<file path="config.mk">
export PLATFORM = sky130hd
export DESIGN_NAME = baud_gen
export DESIGN_NICKNAME = d
export VERILOG_FILES = /design/src/rtl/baud_gen.sv
export SDC_FILE = /design/constraint.sdc
export NUM_CORES = 1
export LEC_CHECK = 0
export ABC_AREA = 1
export CAP_MARGIN = 20
export CORE_ASPECT_RATIO = 1.75
export CORE_MARGIN = 2
export CORE_UTILIZATION = 52
export CTS_CLUSTER_DIAMETER = 120
export DETAILED_ROUTE_END_ITERATION = 10
export PLACE_DENSITY = 0.81
export SETUP_SLACK_MARGIN = 0.3
export SYNTH_ARGS = -nofsm -noshare
export SYNTH_HDL_FRONTEND = slang
export SYNTH_SLANG_ARGS = --single-unit
</file>
<file path="constraint.sdc">
create_clock -name clkin -period 1.7 [get_ports clkin]
set_input_delay 0.34 -clock clkin [delete_from_list [all_inputs] [get_ports clkin]]
set_output_delay 0.34 -clock clkin [all_outputs]
set_load 0.01 [all_outputs]
</file>
<file path="src/rtl/baud_gen.sv">
// baud_gen: programmable 16x/1x baud tick generator with shadowed 8250-style divisor latch.
//   clkin, rst_n (async, active low); enable, restart; div_we/div_sel/div_wdata byte writes;
//   divisor readback, halted, tick16/tick pulses, clk16_sq/clk_sq square waves.
module baud_gen #(
  parameter int DIV_W       = 16,
  parameter int OVERSAMPLE  = 16,
  parameter int DEFAULT_DIV = 177
) (
  input  logic             clkin,
  input  logic             rst_n,
  input  logic             enable,
  input  logic             restart,
  input  logic             div_we,
  input  logic             div_sel,
  input  logic [7:0]       div_wdata,
  output logic [DIV_W-1:0] divisor,
  output logic             halted,
  output logic             tick16,
  output logic             tick,
  output logic             clk16_sq,
  output logic             clk_sq
);
  localparam int OS_W = $clog2(OVERSAMPLE);
  localparam logic [DIV_W-1:0] DEF_DIV = DIV_W'(DEFAULT_DIV);
  localparam logic [OS_W-1:0] OS_LAST = OS_W'(OVERSAMPLE - 1);
  logic [DIV_W-1:0] r_shadow, r_live, r_div_cnt;
  logic [OS_W-1:0]  r_os_cnt;
  logic             w_div_tc, w_os_tc, w_shadow_nz;
  assign w_div_tc    = r_div_cnt == '0;
  assign w_os_tc     = r_os_cnt == '0;
  assign w_shadow_nz = r_shadow != '0;
  assign divisor     = r_shadow;
  assign halted      = r_live == '0;
  // live/div_cnt always reload from the pre-write shadow, so a byte written on a
  // terminal-count or restart edge only applies at the following reload.
  always_ff @(posedge clkin or negedge rst_n)
    if (!rst_n) begin
      r_shadow  <= DEF_DIV;
      r_live    <= DEF_DIV;
      r_div_cnt <= DEF_DIV - 1'b1;
      r_os_cnt  <= OS_LAST;
      tick16    <= 1'b0;
      tick      <= 1'b0;
      clk16_sq  <= 1'b0;
      clk_sq    <= 1'b0;
    end else begin
      if (div_we && div_sel) r_shadow[DIV_W-1:8] <= div_wdata[DIV_W-9:0];
      if (div_we && !div_sel) r_shadow[7:0] <= div_wdata;
      tick16 <= 1'b0;
      tick   <= 1'b0;
      if (restart) begin
        r_live    <= r_shadow;
        r_div_cnt <= r_shadow - 1'b1;
        r_os_cnt  <= OS_LAST;
        clk16_sq  <= 1'b0;
        clk_sq    <= 1'b0;
      end else if (halted) begin
        // leave halt as soon as software has put a nonzero divisor in the shadow
        if (w_shadow_nz) begin
          r_live    <= r_shadow;
          r_div_cnt <= r_shadow - 1'b1;
        end
      end else if (enable) begin
        if (w_div_tc) begin
          tick16    <= 1'b1;
          clk16_sq  <= ~clk16_sq;
          r_live    <= r_shadow;
          r_div_cnt <= r_shadow - 1'b1;
          tick      <= w_os_tc;
          clk_sq    <= clk_sq ^ w_os_tc;
          r_os_cnt  <= w_os_tc ? OS_LAST : r_os_cnt - 1'b1;
        end else begin
          r_div_cnt <= r_div_cnt - 1'b1;
        end
      end
    end
endmodule

</file>
==> results of run 1 <==
-- flip-flops by register name, indices dropped and copies added (netlist names) --
name,count
clk16_sq,1
clk_sq,1
divisor,16
r_div_cnt,16
r_live,16
r_os_cnt,4
tick,1
tick16,1
-- worst max-delay path by stage --
stage,start,endpoint,slack (ns),depth (start not counted)
3_3_place_gp,r_live[0],r_div_cnt[11],-0.04,10
4_1_cts,r_live[1],r_div_cnt[11],0.005,11
5_1_grt,r_live[9],r_live[7],-0.40,12
6_report,divisor[4],r_div_cnt[13],-0.33,11
3_5_place_dp,restart,r_div_cnt[15],-0.09,7
2_1_floorplan,divisor[0],r_live[13],0.16,11
-- cell type report --
class	instances	area, µm²
inverter	54	205
clock inverter	3	22.5
multi-input combinational	386	2110
sequential	56	1430
tap	82	103
clock buffer	5	125
timing repair buffer	117	1160
fill	393	1380
-- through the flow --
step	setup TNS (ns)	area, µm²	setup slack (ns)	cells	power (µW)
after floorplan	0	3590	0.162	505	2660
after global placement	-0.143	4250	-0.0357	645	3170
after detailed placement	-1.03	4250	-0.0867	645	3220
after CTS	0	4720	0.00466	682	4400
after global routing	-9.80	5160	-0.400	703	5070
final	-6.83	5160	-0.332	703	4880
-- logic make-up after synthesis --
family          count (synthesis)  synth area share [%]
simple gates                  337                  42.5
buf+inv                        66                  8.47
flops                          56                  40.4
compound gates                 31                  4.49
xor+xnor                       11                  2.74
fa+ha+maj                       4                  1.42
-- worst reg2reg max path, stage by stage (launching register included) --
cell and delay (ns):
dfstp_2 0.38, buf_4 0.17, nor2_1 0.22, inv_1 0.10, nor2_2 0.25, nand2_1 0.17, nand2_1 0.09, nand2_1 0.06
nor2_1 0.18, nor2_1 0.10, nand2_1 0.12, nand2_1 0.08
-- cells in the final DEF, fill, tap and decap left out, types with 2 or more instances in the layout --
cell type and instances:
buf_4 53, nand3_1 51, nor2_1 45, buf_12 8
nand3_4 3, nand2_1 157, clkbuf_16 7, ha_4 2
nand2_2 20, inv_1 44, nand4_1 5, buf_2 6
dfstp_2 15, dfrtp_2 5, ha_1 2, o21ai_2 3
nand2_4 7, xor2_1 7, o21ai_1 3, inv_2 9
nand3b_1 6, nand3_2 14, buf_6 25, dfrtp_1 36
nor3_1 3, nor2_4 10, clkdlybuf4s50_1 12, nor2_2 13
xnor2_1 3, and3_1 2, dlygate4sd2_1 7, o21ai_0 24
-- power groups by stage --
stage	registers (µW)	logic, µW	clock network (µW)
finish	1830	1970	1090
global route	1840	2090	1140
CTS	1770	1560	1060
detailed placement	1820	1400	0
global placement	1810	1370	0
floorplan	1820	834	0
-- routing by layer --
layer  share of wire (%)  track usage (%)
met1                  31             32.5
met2                  49             58.1
met3                 9.0             4.27
met4                  10             18.0
met5                   0                0
-- what timing repair did --
item	in CTS	in global routing
setup endpoints to repair	61	52
buffers inserted	25	17
gates cloned	4	4
resized for setup	78	74
pin swaps	9	28
==> metrics.yaml, run 1 <==
synth:
  synth_ff_type: "dfrtp_1"
  netlist_top_cells_area: "dfrtp_1 (29%), nand2_1 (19%), dfstp_2 (11%)"
  ys_seq_area_share_pct: 40.4
  synthCells: 505
  synth_common_cells: "nand2_1 (177), nand3_1 (65), nor2_1 (57)"
  async_flop_share_pct: 100
  yosysWarnings: 0
  synth_nets: 523
  ys_ff_latch: 56
  yosys.area.top_type_share_pct: 29.2
  netlist_area_um2: 3510
  synth_edf_count: 0
  syn_area_per_cell_um2: 6.96
  synth_top_area_cell: "dfrtp_1"
  synth_most_common_cell: "nand2_1"
  synth_cell_types: 29
timing:
  final.setup.worst_slack_ns: -0.332
  hold_viol_final: 0
  drv_slew: 0
  tightest_slew_ns: 0.501
  min_period_ns: 2.03
  hold_ws_ns: 0.00682
  rsz0062_at_grt: "true"
  skew_ns: 0.00802
  timing.final.crit_share_pct: 120
  setup-violations-final: 39
  maxSlewHeadroom_pct: 66.5
  fmax_ghz: 0.492
worst_setup_path:
  criticalPathCategory: "register to register"
  rr_worst_depth: 11
  crit_buf_inv: 2
  worst_path_most_repeated_cell: "nand2_1"
  required_ns: 1.89
  cp_max_fo: 6
  path_cells: "buf_4 > nor2_1 > inv_1 > nor2_2 > nand2_1 > nand2_1 > nand2_1 > nor2_1 > nor2_1 > nand2_1 > nand2_1"
  cpPeakStageDelay_ns: 0.38
  reg2reg_slack_ns: -0.33
  cp-end-kind: "register"
  regToRegEndpoint: "r_div_cnt[13]"
  timing.rr.start: "divisor[4]"
  slowest_stage: "dfstp_2"
  start_kind: "register"
  arrival_ns: 2.23
  crit_family: "simple AND/OR/NAND/NOR gates"
placement:
  gp_congestion: 1.03
  numPortBuffers: 34
  dp.final_hpwl_mm: 6.98
worst_hold_path:
  min_path_type: "input port to async pin"
detailed_routing:
  ant_nets: 0
  routed-via-count: 4373
  wl_mm: 14.8
  drtIter0Drc: 567
  drc: 0
  drt_pre_antenna_iters: 7
  post_drt_wl_per_cell_um: 21.0
  vias_per_cell: 6.22
clock_tree:
  clkTransAtPathRegs_ns: 0.08
  h-tree-depth: 2
  cts_tree: "done"
  root_buffer: "clkbuf_16"
  cts_hold_buf: 0
  cts-buffers-inserted: 5
  clk_latency_ns: 0.31
  cts_buffer_depth: 2
  cts.sinks: 56
finish:
  nNetsFinal: 638
  area_growth_pct: 46.8
  diodes: 0
  final_util_pct: 78.9
  drive_gt1_share_pct: 34.1
global_routing:
  antenna_found_initial: 0
  grt_pass1_wl_mm: 18.1
  grt-ovfl-total: 0
  grt_max_degree: 57
  grt_usage_pct: 31.5
  grt_pass1_vias: 3811
die:
  fp-row-count: 39
  initial_utilization_pct: 53.8
  die_y_um: 113
  die_area_um2: 7460
  die_w_um: 66.1
  ios: 35
  core-area_um2: 6540
outcome:
  violations: "setup timing"
  run_status: "finished, violations left"
power_and_ir_drop:
  power.switching_uw: 1910
  p_int_uw: 2980
  clkPwrFrac_pct: 22.3
  power_density_nw_per_um2: 946
  seqPwrFrac_pct: 37.4
  p_leak_uw: 0.00262
  sw_frac_of_total_pct: 39.1
  p_comb_share_pct: 40.3
  max-vdd-ir-drop_uv: 785
job:
  drv_cap: 0
Power figures use the tool's default switching activity.
==> run 2: changes to the inputs <==
- CORE_UTILIZATION: 52 -> 58
- DONT_BUFFER_PORTS: not set -> 1
- PLACE_DENSITY: 0.81 -> 0.8
==> run 2 against run 1 <==
Net effect: the flow finishes with violations (hold timing, setup timing); utilization fell by 0.43 points; via count decreased by 15%; sequential power decreased by 3%; wire length decreased by 26%; register-to-register slack improved by 0.30 ns; fmax up 17%; flip-flop and latch count unchanged; worst hold slack got worse by 0.32 ns; total power decreased by 13%; critical path type unchanged; critical endpoint is now r_live[1]; largest power group is now registers.
==> metrics.yaml, run 2 (synthesis gave the netlist of run 1 again) <==
finish:
  diodes: 0  # unchanged
  drive_gt1_share_pct: 35.5  # +1.4 points
  fillCellCount: 398  # +1.3%
  final_common_cell: "nand2_1"
  area_growth_pct: 31.3
  final_cell_mix: "nand2_1 (153), buf_4 (49), inv_1 (43)"
  final_util_pct: 78.5  # -0.43 points
  final_area_um2: 4610  # -11%
  nNetsFinal: 583  # -8.6%
worst_setup_path:
  start_kind: "register"
  path_cells: "nor2_1 > nand2_1 > nor2_4 > nand2_4 > nand2_4 > inv_4 > nor2_8 > buf_12 > nand2_8 > nand2_1 > nand2_1"
  timing.rr.start: "r_live[10]"
  criticalPathCategory: "register to register"
  cpPeakStageDelay_ns: 0.41  # +0.03 ns
  worst_path_most_repeated_cell: "nand2_1"
  cp-end-kind: "register"
  arrival_ns: 1.95  # -0.28 ns
  slowest_stage: "dfrtp_1"
  reg2reg_slack_ns: -0.03  # +0.30 ns
  regToRegEndpoint: "r_live[1]"
  cp_max_fo: 8  # +2
  rr_worst_depth: 11  # unchanged
  required_ns: 1.92  # +0.03 ns
global_routing:
  grt_max_degree: 57  # unchanged
  antenna_found_initial: 0  # unchanged
  grt_pass1_wl_mm: 16.8  # -7.3%
  grt_usage_pct: 32.6  # +1.1 points
  grt-ovfl-total: 0  # unchanged
  grt_pass1_vias: 3583  # -6.0%
timing:
  rsz0062_at_grt: "true"
  final.setup.worst_slack_ns: -0.0304  # +0.301 ns
  fmax_ghz: 0.578  # +17%
  hold_ws_ns: -0.310  # -0.317 ns
  min_period_ns: 1.73  # -0.301 ns
  drv_slew: 0  # unchanged
  tns_ns: -0.0544  # +6.77 ns
  tightest_slew_ns: 0.431  # -0.0706 ns
  skew_ns: 0.00855  # +0.000528 ns
  setup-violations-final: 5  # -87%
  timing.final.crit_share_pct: 102  # -18 points
  maxSlewHeadroom_pct: 71.2  # +4.7 points
  hold_viol_final: 56  # +56
power_and_ir_drop:
  power.switching_uw: 1670  # -12%
  seqPwrFrac_pct: 42.0  # +4.6 points
  p_int_uw: 2570  # -14%
  total_power_uw: 4240  # -13%
  sw_frac_of_total_pct: 39.4  # +0.39 points
  p_leak_uw: 0.00229  # -13%
  clkPwrFrac_pct: 18.6  # -3.7 points
  power_density_nw_per_um2: 920  # -2.8%
  max-vdd-ir-drop_uv: 1000  # +28%
  p_comb_share_pct: 39.4  # -0.9 points
detailed_routing:
  routed-via-count: 3736  # -15%
  drc: 0  # unchanged
  wl_mm: 11.0  # -26%
  drt_pre_antenna_iters: 6  # -1
  ant_nets: 0  # unchanged
  post_drt_wl_per_cell_um: 17.0  # -19%
  drtIter0Drc: 305  # -46%
  vias_per_cell: 5.80  # -6.7%
placement:
  gp_congestion: 0.989  # -4.0%
  place_ws_ns: 0.0136  # +0.100 ns
  dp.final_hpwl_mm: 7.18  # +2.8%
  placed_area_um2: 3920  # -7.7%
  numPortBuffers: 0  # -100%
clock_tree:
  root_buffer: "clkbuf_8"
  cts_tree: "done"
  cts.sinks: 56  # unchanged
  clk_latency_ns: 0.32  # about the same
  clkTransAtPathRegs_ns: 0.11  # +0.03 ns
  cts_buffer_depth: 2  # unchanged
  h-tree-depth: 2  # unchanged
  cts-buffers-inserted: 5  # unchanged
outcome:
  run_status: "finished, violations left"
  violations: "hold timing, setup timing"
job:
  drv_cap: 0  # unchanged
die:
  die_area_um2: 6720  # -9.9%
  die_y_um: 107  # -5.1%
  core-area_um2: 5880  # -10%
  initial_utilization_pct: 59.8  # +6.0 points
  ios: 35  # unchanged
  fp-row-count: 37  # -5.1%
  die_w_um: 62.8  # -5.0%
worst_hold_path:
  min_path_type: "input port to async pin"
-- run 2: cell count changes in the layout (fill, tap and decap cells not counted), moves of 5 or more --
cell,previous run,this run
nand3_2,14,27
buf_2,6,0
nand3_1,51,37
clkbuf_16,7,0
dlygate4sd2_1,7,0
nor2_1,45,37
clkdlybuf4s50_1,12,0
nor2_2,13,21
clkbuf_8,0,5
buf_6,25,6
-- run 2: worst max-delay path by stage --
stage	from	end	slack, ns	cells past startpoint
floorplan	divisor[0]	r_live[13]	0.16	11
global placement	divisor[3]	r_div_cnt[8]	0.04	9
detailed placement	r_div_cnt[1]	r_os_cnt[2]	0.01	11
CTS	r_live[10]	r_div_cnt[0]	0.05	10
global route	r_live[10]	r_live[1]	-0.11	11
finish	r_live[10]	r_live[1]	-0.03	11
-- run 2: worst max-delay path: cells and delay by family (launching register included) --
| kind | cells | cell delay (ns) |
|---|---|---|
| and+or+nand+nor | 9 | 0.99 |
| DFF | 1 | 0.41 |
| buffers and inverters | 2 | 0.21 |
-- run 2: layout make-up --
cell class	instances	area, µm²	share of cell area [%]
multi-input combinational	385	2200	47.7
sequential	56	1420	30.8
timing repair buffer	63	593	12.9
inverter	54	205	4.45
tap	78	97.6	2.11
clock buffer	5	68.8	1.49
clock inverter	3	27.5	0.597
-- run 2: routing by layer --
layer	GRT usage, %	vias to the layer above	wire length [µm]
met5	0	-	0
met4	21.6	0	854
met3	5.14	70	630
met2	62.1	217	5870
met1	31.6	1736	3610
li1	-	1713	-
-- run 2: power groups by stage --
stage	Sequential [µW]	Clock [µW]	Combinational, µW
6_report	1780	788	1670
3_3_place_gp	1770	0	1300
4_1_cts	1760	793	1490
5_1_grt	1800	835	1830
3_5_place_dp	1780	0	1340
2_1_floorplan	1820	0	834
-- run 2: through the flow --
| step | std cells | hold slack, ns |
|---|---|---|
| floorplan | 505 | 0.0444 |
| global placement | 612 | 0.0463 |
| detailed placement | 612 | 0.0464 |
| CTS | 633 | -0.309 |
| global route | 644 | -0.328 |
| finish | 644 | -0.310 |
-- run 2: timing repair --
| action | CTS | global route |
|---|---|---|
| resized for setup | 46 | 55 |
| endpoints found under the hold margin | 56 | 56 |
| setup buffers | 11 | 10 |
| endpoints found under the setup margin | 41 | 42 |
| cloned | 2 | 1 |
| pin swaps | 20 | 25 |
==> run 3: changes to the inputs <==
- MAX_ROUTING_LAYER: not set -> met4
==> run 3 against run 2 <==
Net effect: the run ends with hold timing left; final cell count did not move; first-iteration DRC count decreased by 3.3%; clock skew increased by 0.0017 ns; non-clock buffer count stayed put; clock power fell by 3.4%; flip-flop and latch count stayed put; register-to-register slack improved by 0.04 ns; sequential power hardly changed; combinational power about the same; fmax increased by 2.6%.
==> metrics.yaml, run 3 (synthesis gave the netlist of run 1 again) <==
timing:
  rsz0062_at_grt: "true"
  tightest_slew_ns: 0.443  # +0.0118 ns
  min_period_ns: 1.69  # -0.0438 ns
  setup-violations-final: 0  # -5
  timing.final.crit_share_pct: 99.2  # -2.6 points
  maxSlewHeadroom_pct: 70.2  # -1.0 points
  drv_slew: 0  # unchanged
  fmax_ghz: 0.593  # +2.6%
  hold_viol_final: 56  # unchanged
  final.setup.worst_slack_ns: 0.0135  # +0.0438 ns
  hold_ws_ns: -0.312  # -0.00233 ns
  skew_ns: 0.0102  # +0.00165 ns
finish:
  final_cell_mix: "nand2_1 (159), buf_4 (51), nand3_1 (47)"
  nNetsFinal: 583  # unchanged
  area_growth_pct: 30.0
  diodes: 0  # unchanged
  final_util_pct: 77.7  # -0.74 points
  fillCellCount: 398  # unchanged
  drive_gt1_share_pct: 32.5  # -3.0 points
  final_common_cell: "nand2_1"
  final_area_um2: 4570  # -0.95%
placement:
  gp_congestion: 0.998  # +0.94%
  place_ws_ns: -0.00681  # -0.0204 ns
  numPortBuffers: 0  # unchanged
  placed_area_um2: 3890  # -0.77%
  dp.final_hpwl_mm: 6.94  # -3.3%
worst_setup_path:
  criticalPathCategory: "register to register"
  crit_buf_inv: 3  # +1
  start_kind: "register"
  required_ns: 1.93  # about the same
  crit_family: "simple AND/OR/NAND/NOR gates"
  cp_max_fo: 12  # +4
  slowest_stage: "dfstp_2"
  cp-end-kind: "register"
  cpPeakStageDelay_ns: 0.56  # +0.15 ns
  arrival_ns: 1.92  # -0.03 ns
  path_cells: "nor2_2 > nand2_2 > nor2_2 > nand2_2 > buf_6 > inv_4 > nor2_4 > buf_12 > nand3_1 > nand3_1 > nand2_1"
worst_hold_path:
  min_path_type: "input port to async pin"
clock_tree:
  cts-buffers-inserted: 5  # unchanged
  cts_tree: "done"
  root_buffer: "clkbuf_8"
  clkTransAtPathRegs_ns: 0.11  # about the same
  h-tree-depth: 2  # unchanged
  cts.sinks: 56  # unchanged
  cts_buffer_depth: 2  # unchanged
  clk_latency_ns: 0.33  # about the same
die:
  die_w_um: 62.8  # unchanged
  core-area_um2: 5880  # unchanged
  fp-row-count: 37  # unchanged
  die_y_um: 107  # unchanged
  ios: 35  # unchanged
  initial_utilization_pct: 59.8  # unchanged
  die_area_um2: 6720  # unchanged
outcome:
  run_status: "finished, violations left"
  violations: "hold timing"
detailed_routing:
  drt_pre_antenna_iters: 5  # -1
  wl_mm: 10.8  # -1.5%
  ant_nets: 0  # unchanged
  routed-via-count: 3669  # -1.8%
  drc: 0  # unchanged
  drtIter0Drc: 295  # -3.3%
  vias_per_cell: 5.70  # -1.8%
  post_drt_wl_per_cell_um: 16.8  # -1.5%
global_routing:
  gr-usage-met1_pct: 29.2  # -2.4 points
  grt_usage_pct: 32.3  # -0.27 points
  antenna_found_initial: 0  # unchanged
  grt_pass1_vias: 3612  # +0.81%
  grt_use_met3_pct: 6.61  # +1.5 points
  grt_pass1_wl_mm: 16.2  # -3.8%
  grt_max_degree: 57  # unchanged
  use_met2_pct: 59.1  # -3.0 points
  grt-ovfl-total: 0  # unchanged
  top_usage_layer: "met2"
job:
  drv_cap: 0  # unchanged
power_and_ir_drop:
  p_leak_uw: 0.00226  # -1.3%
  max-vdd-ir-drop_uv: 731  # -27%
  power_density_nw_per_um2: 921  # about the same
  total_power_uw: 4210  # -0.86%
==> run 3: repair_timing <==
item	CTS	global route
endpoints found under the setup margin	41	42
gates resized for setup	33	57
buffers inserted	14	11
endpoints found under the hold margin	56	56
pin swaps	14	25
cloned	1	2
==> run 3: worst paths after layout <==
check	slack, ns	start	endpoint	cells past startpoint
max reg2reg	0.01	r_div_cnt[4]	r_div_cnt[15]	11
max	0.01	r_div_cnt[4]	r_div_cnt[15]	11
max in group asynchronous	1.81	rst_n	r_os_cnt[3]	0
min	-0.31	rst_n	r_div_cnt[10]	0
min in group clkin	0.15	div_wdata[5]	divisor[5]	2
min reg2reg	0.46	r_live[7]	r_live[7]	2
==> run 3: routing by layer <==
metal,vias up,wire length [µm]
li1,1713,-
met2,189,5900
met4,0,747
met3,56,666
met5,-,0
met1,1711,3490
==> run 3: layout make-up <==
cell class,instances,area [µm²],share of cell area [%]
Timing Repair Buffer,63,577,12.6
Tap cell,78,97.6,2.14
Inverter,54,214,4.68
Clock inverter,3,23.8,0.520
Clock buffer,5,68.8,1.51
Sequential cell,56,1420,31.1
Multi-Input combinational cell,385,2170,47.4
==> run 3: report_power, final <==
group	internal, µW	total, µW	switching (µW)	leakage, µW
clock network	293	761	468	0.0000404
logic	688	1680	989	0.00155
registers	1590	1770	183	0.000668
total	2570	4210	1640	0.00226
==> run 3: through the flow <==
| step | TNS, ns | instances |
|---|---|---|
| 2_1_floorplan | 0 | 505 |
| 3_3_place_gp | 0 | 608 |
| 3_5_place_dp | -0.00681 | 608 |
| 4_1_cts | 0 | 631 |
| 5_1_grt | -0.397 | 644 |
| 6_report | 0 | 644 |
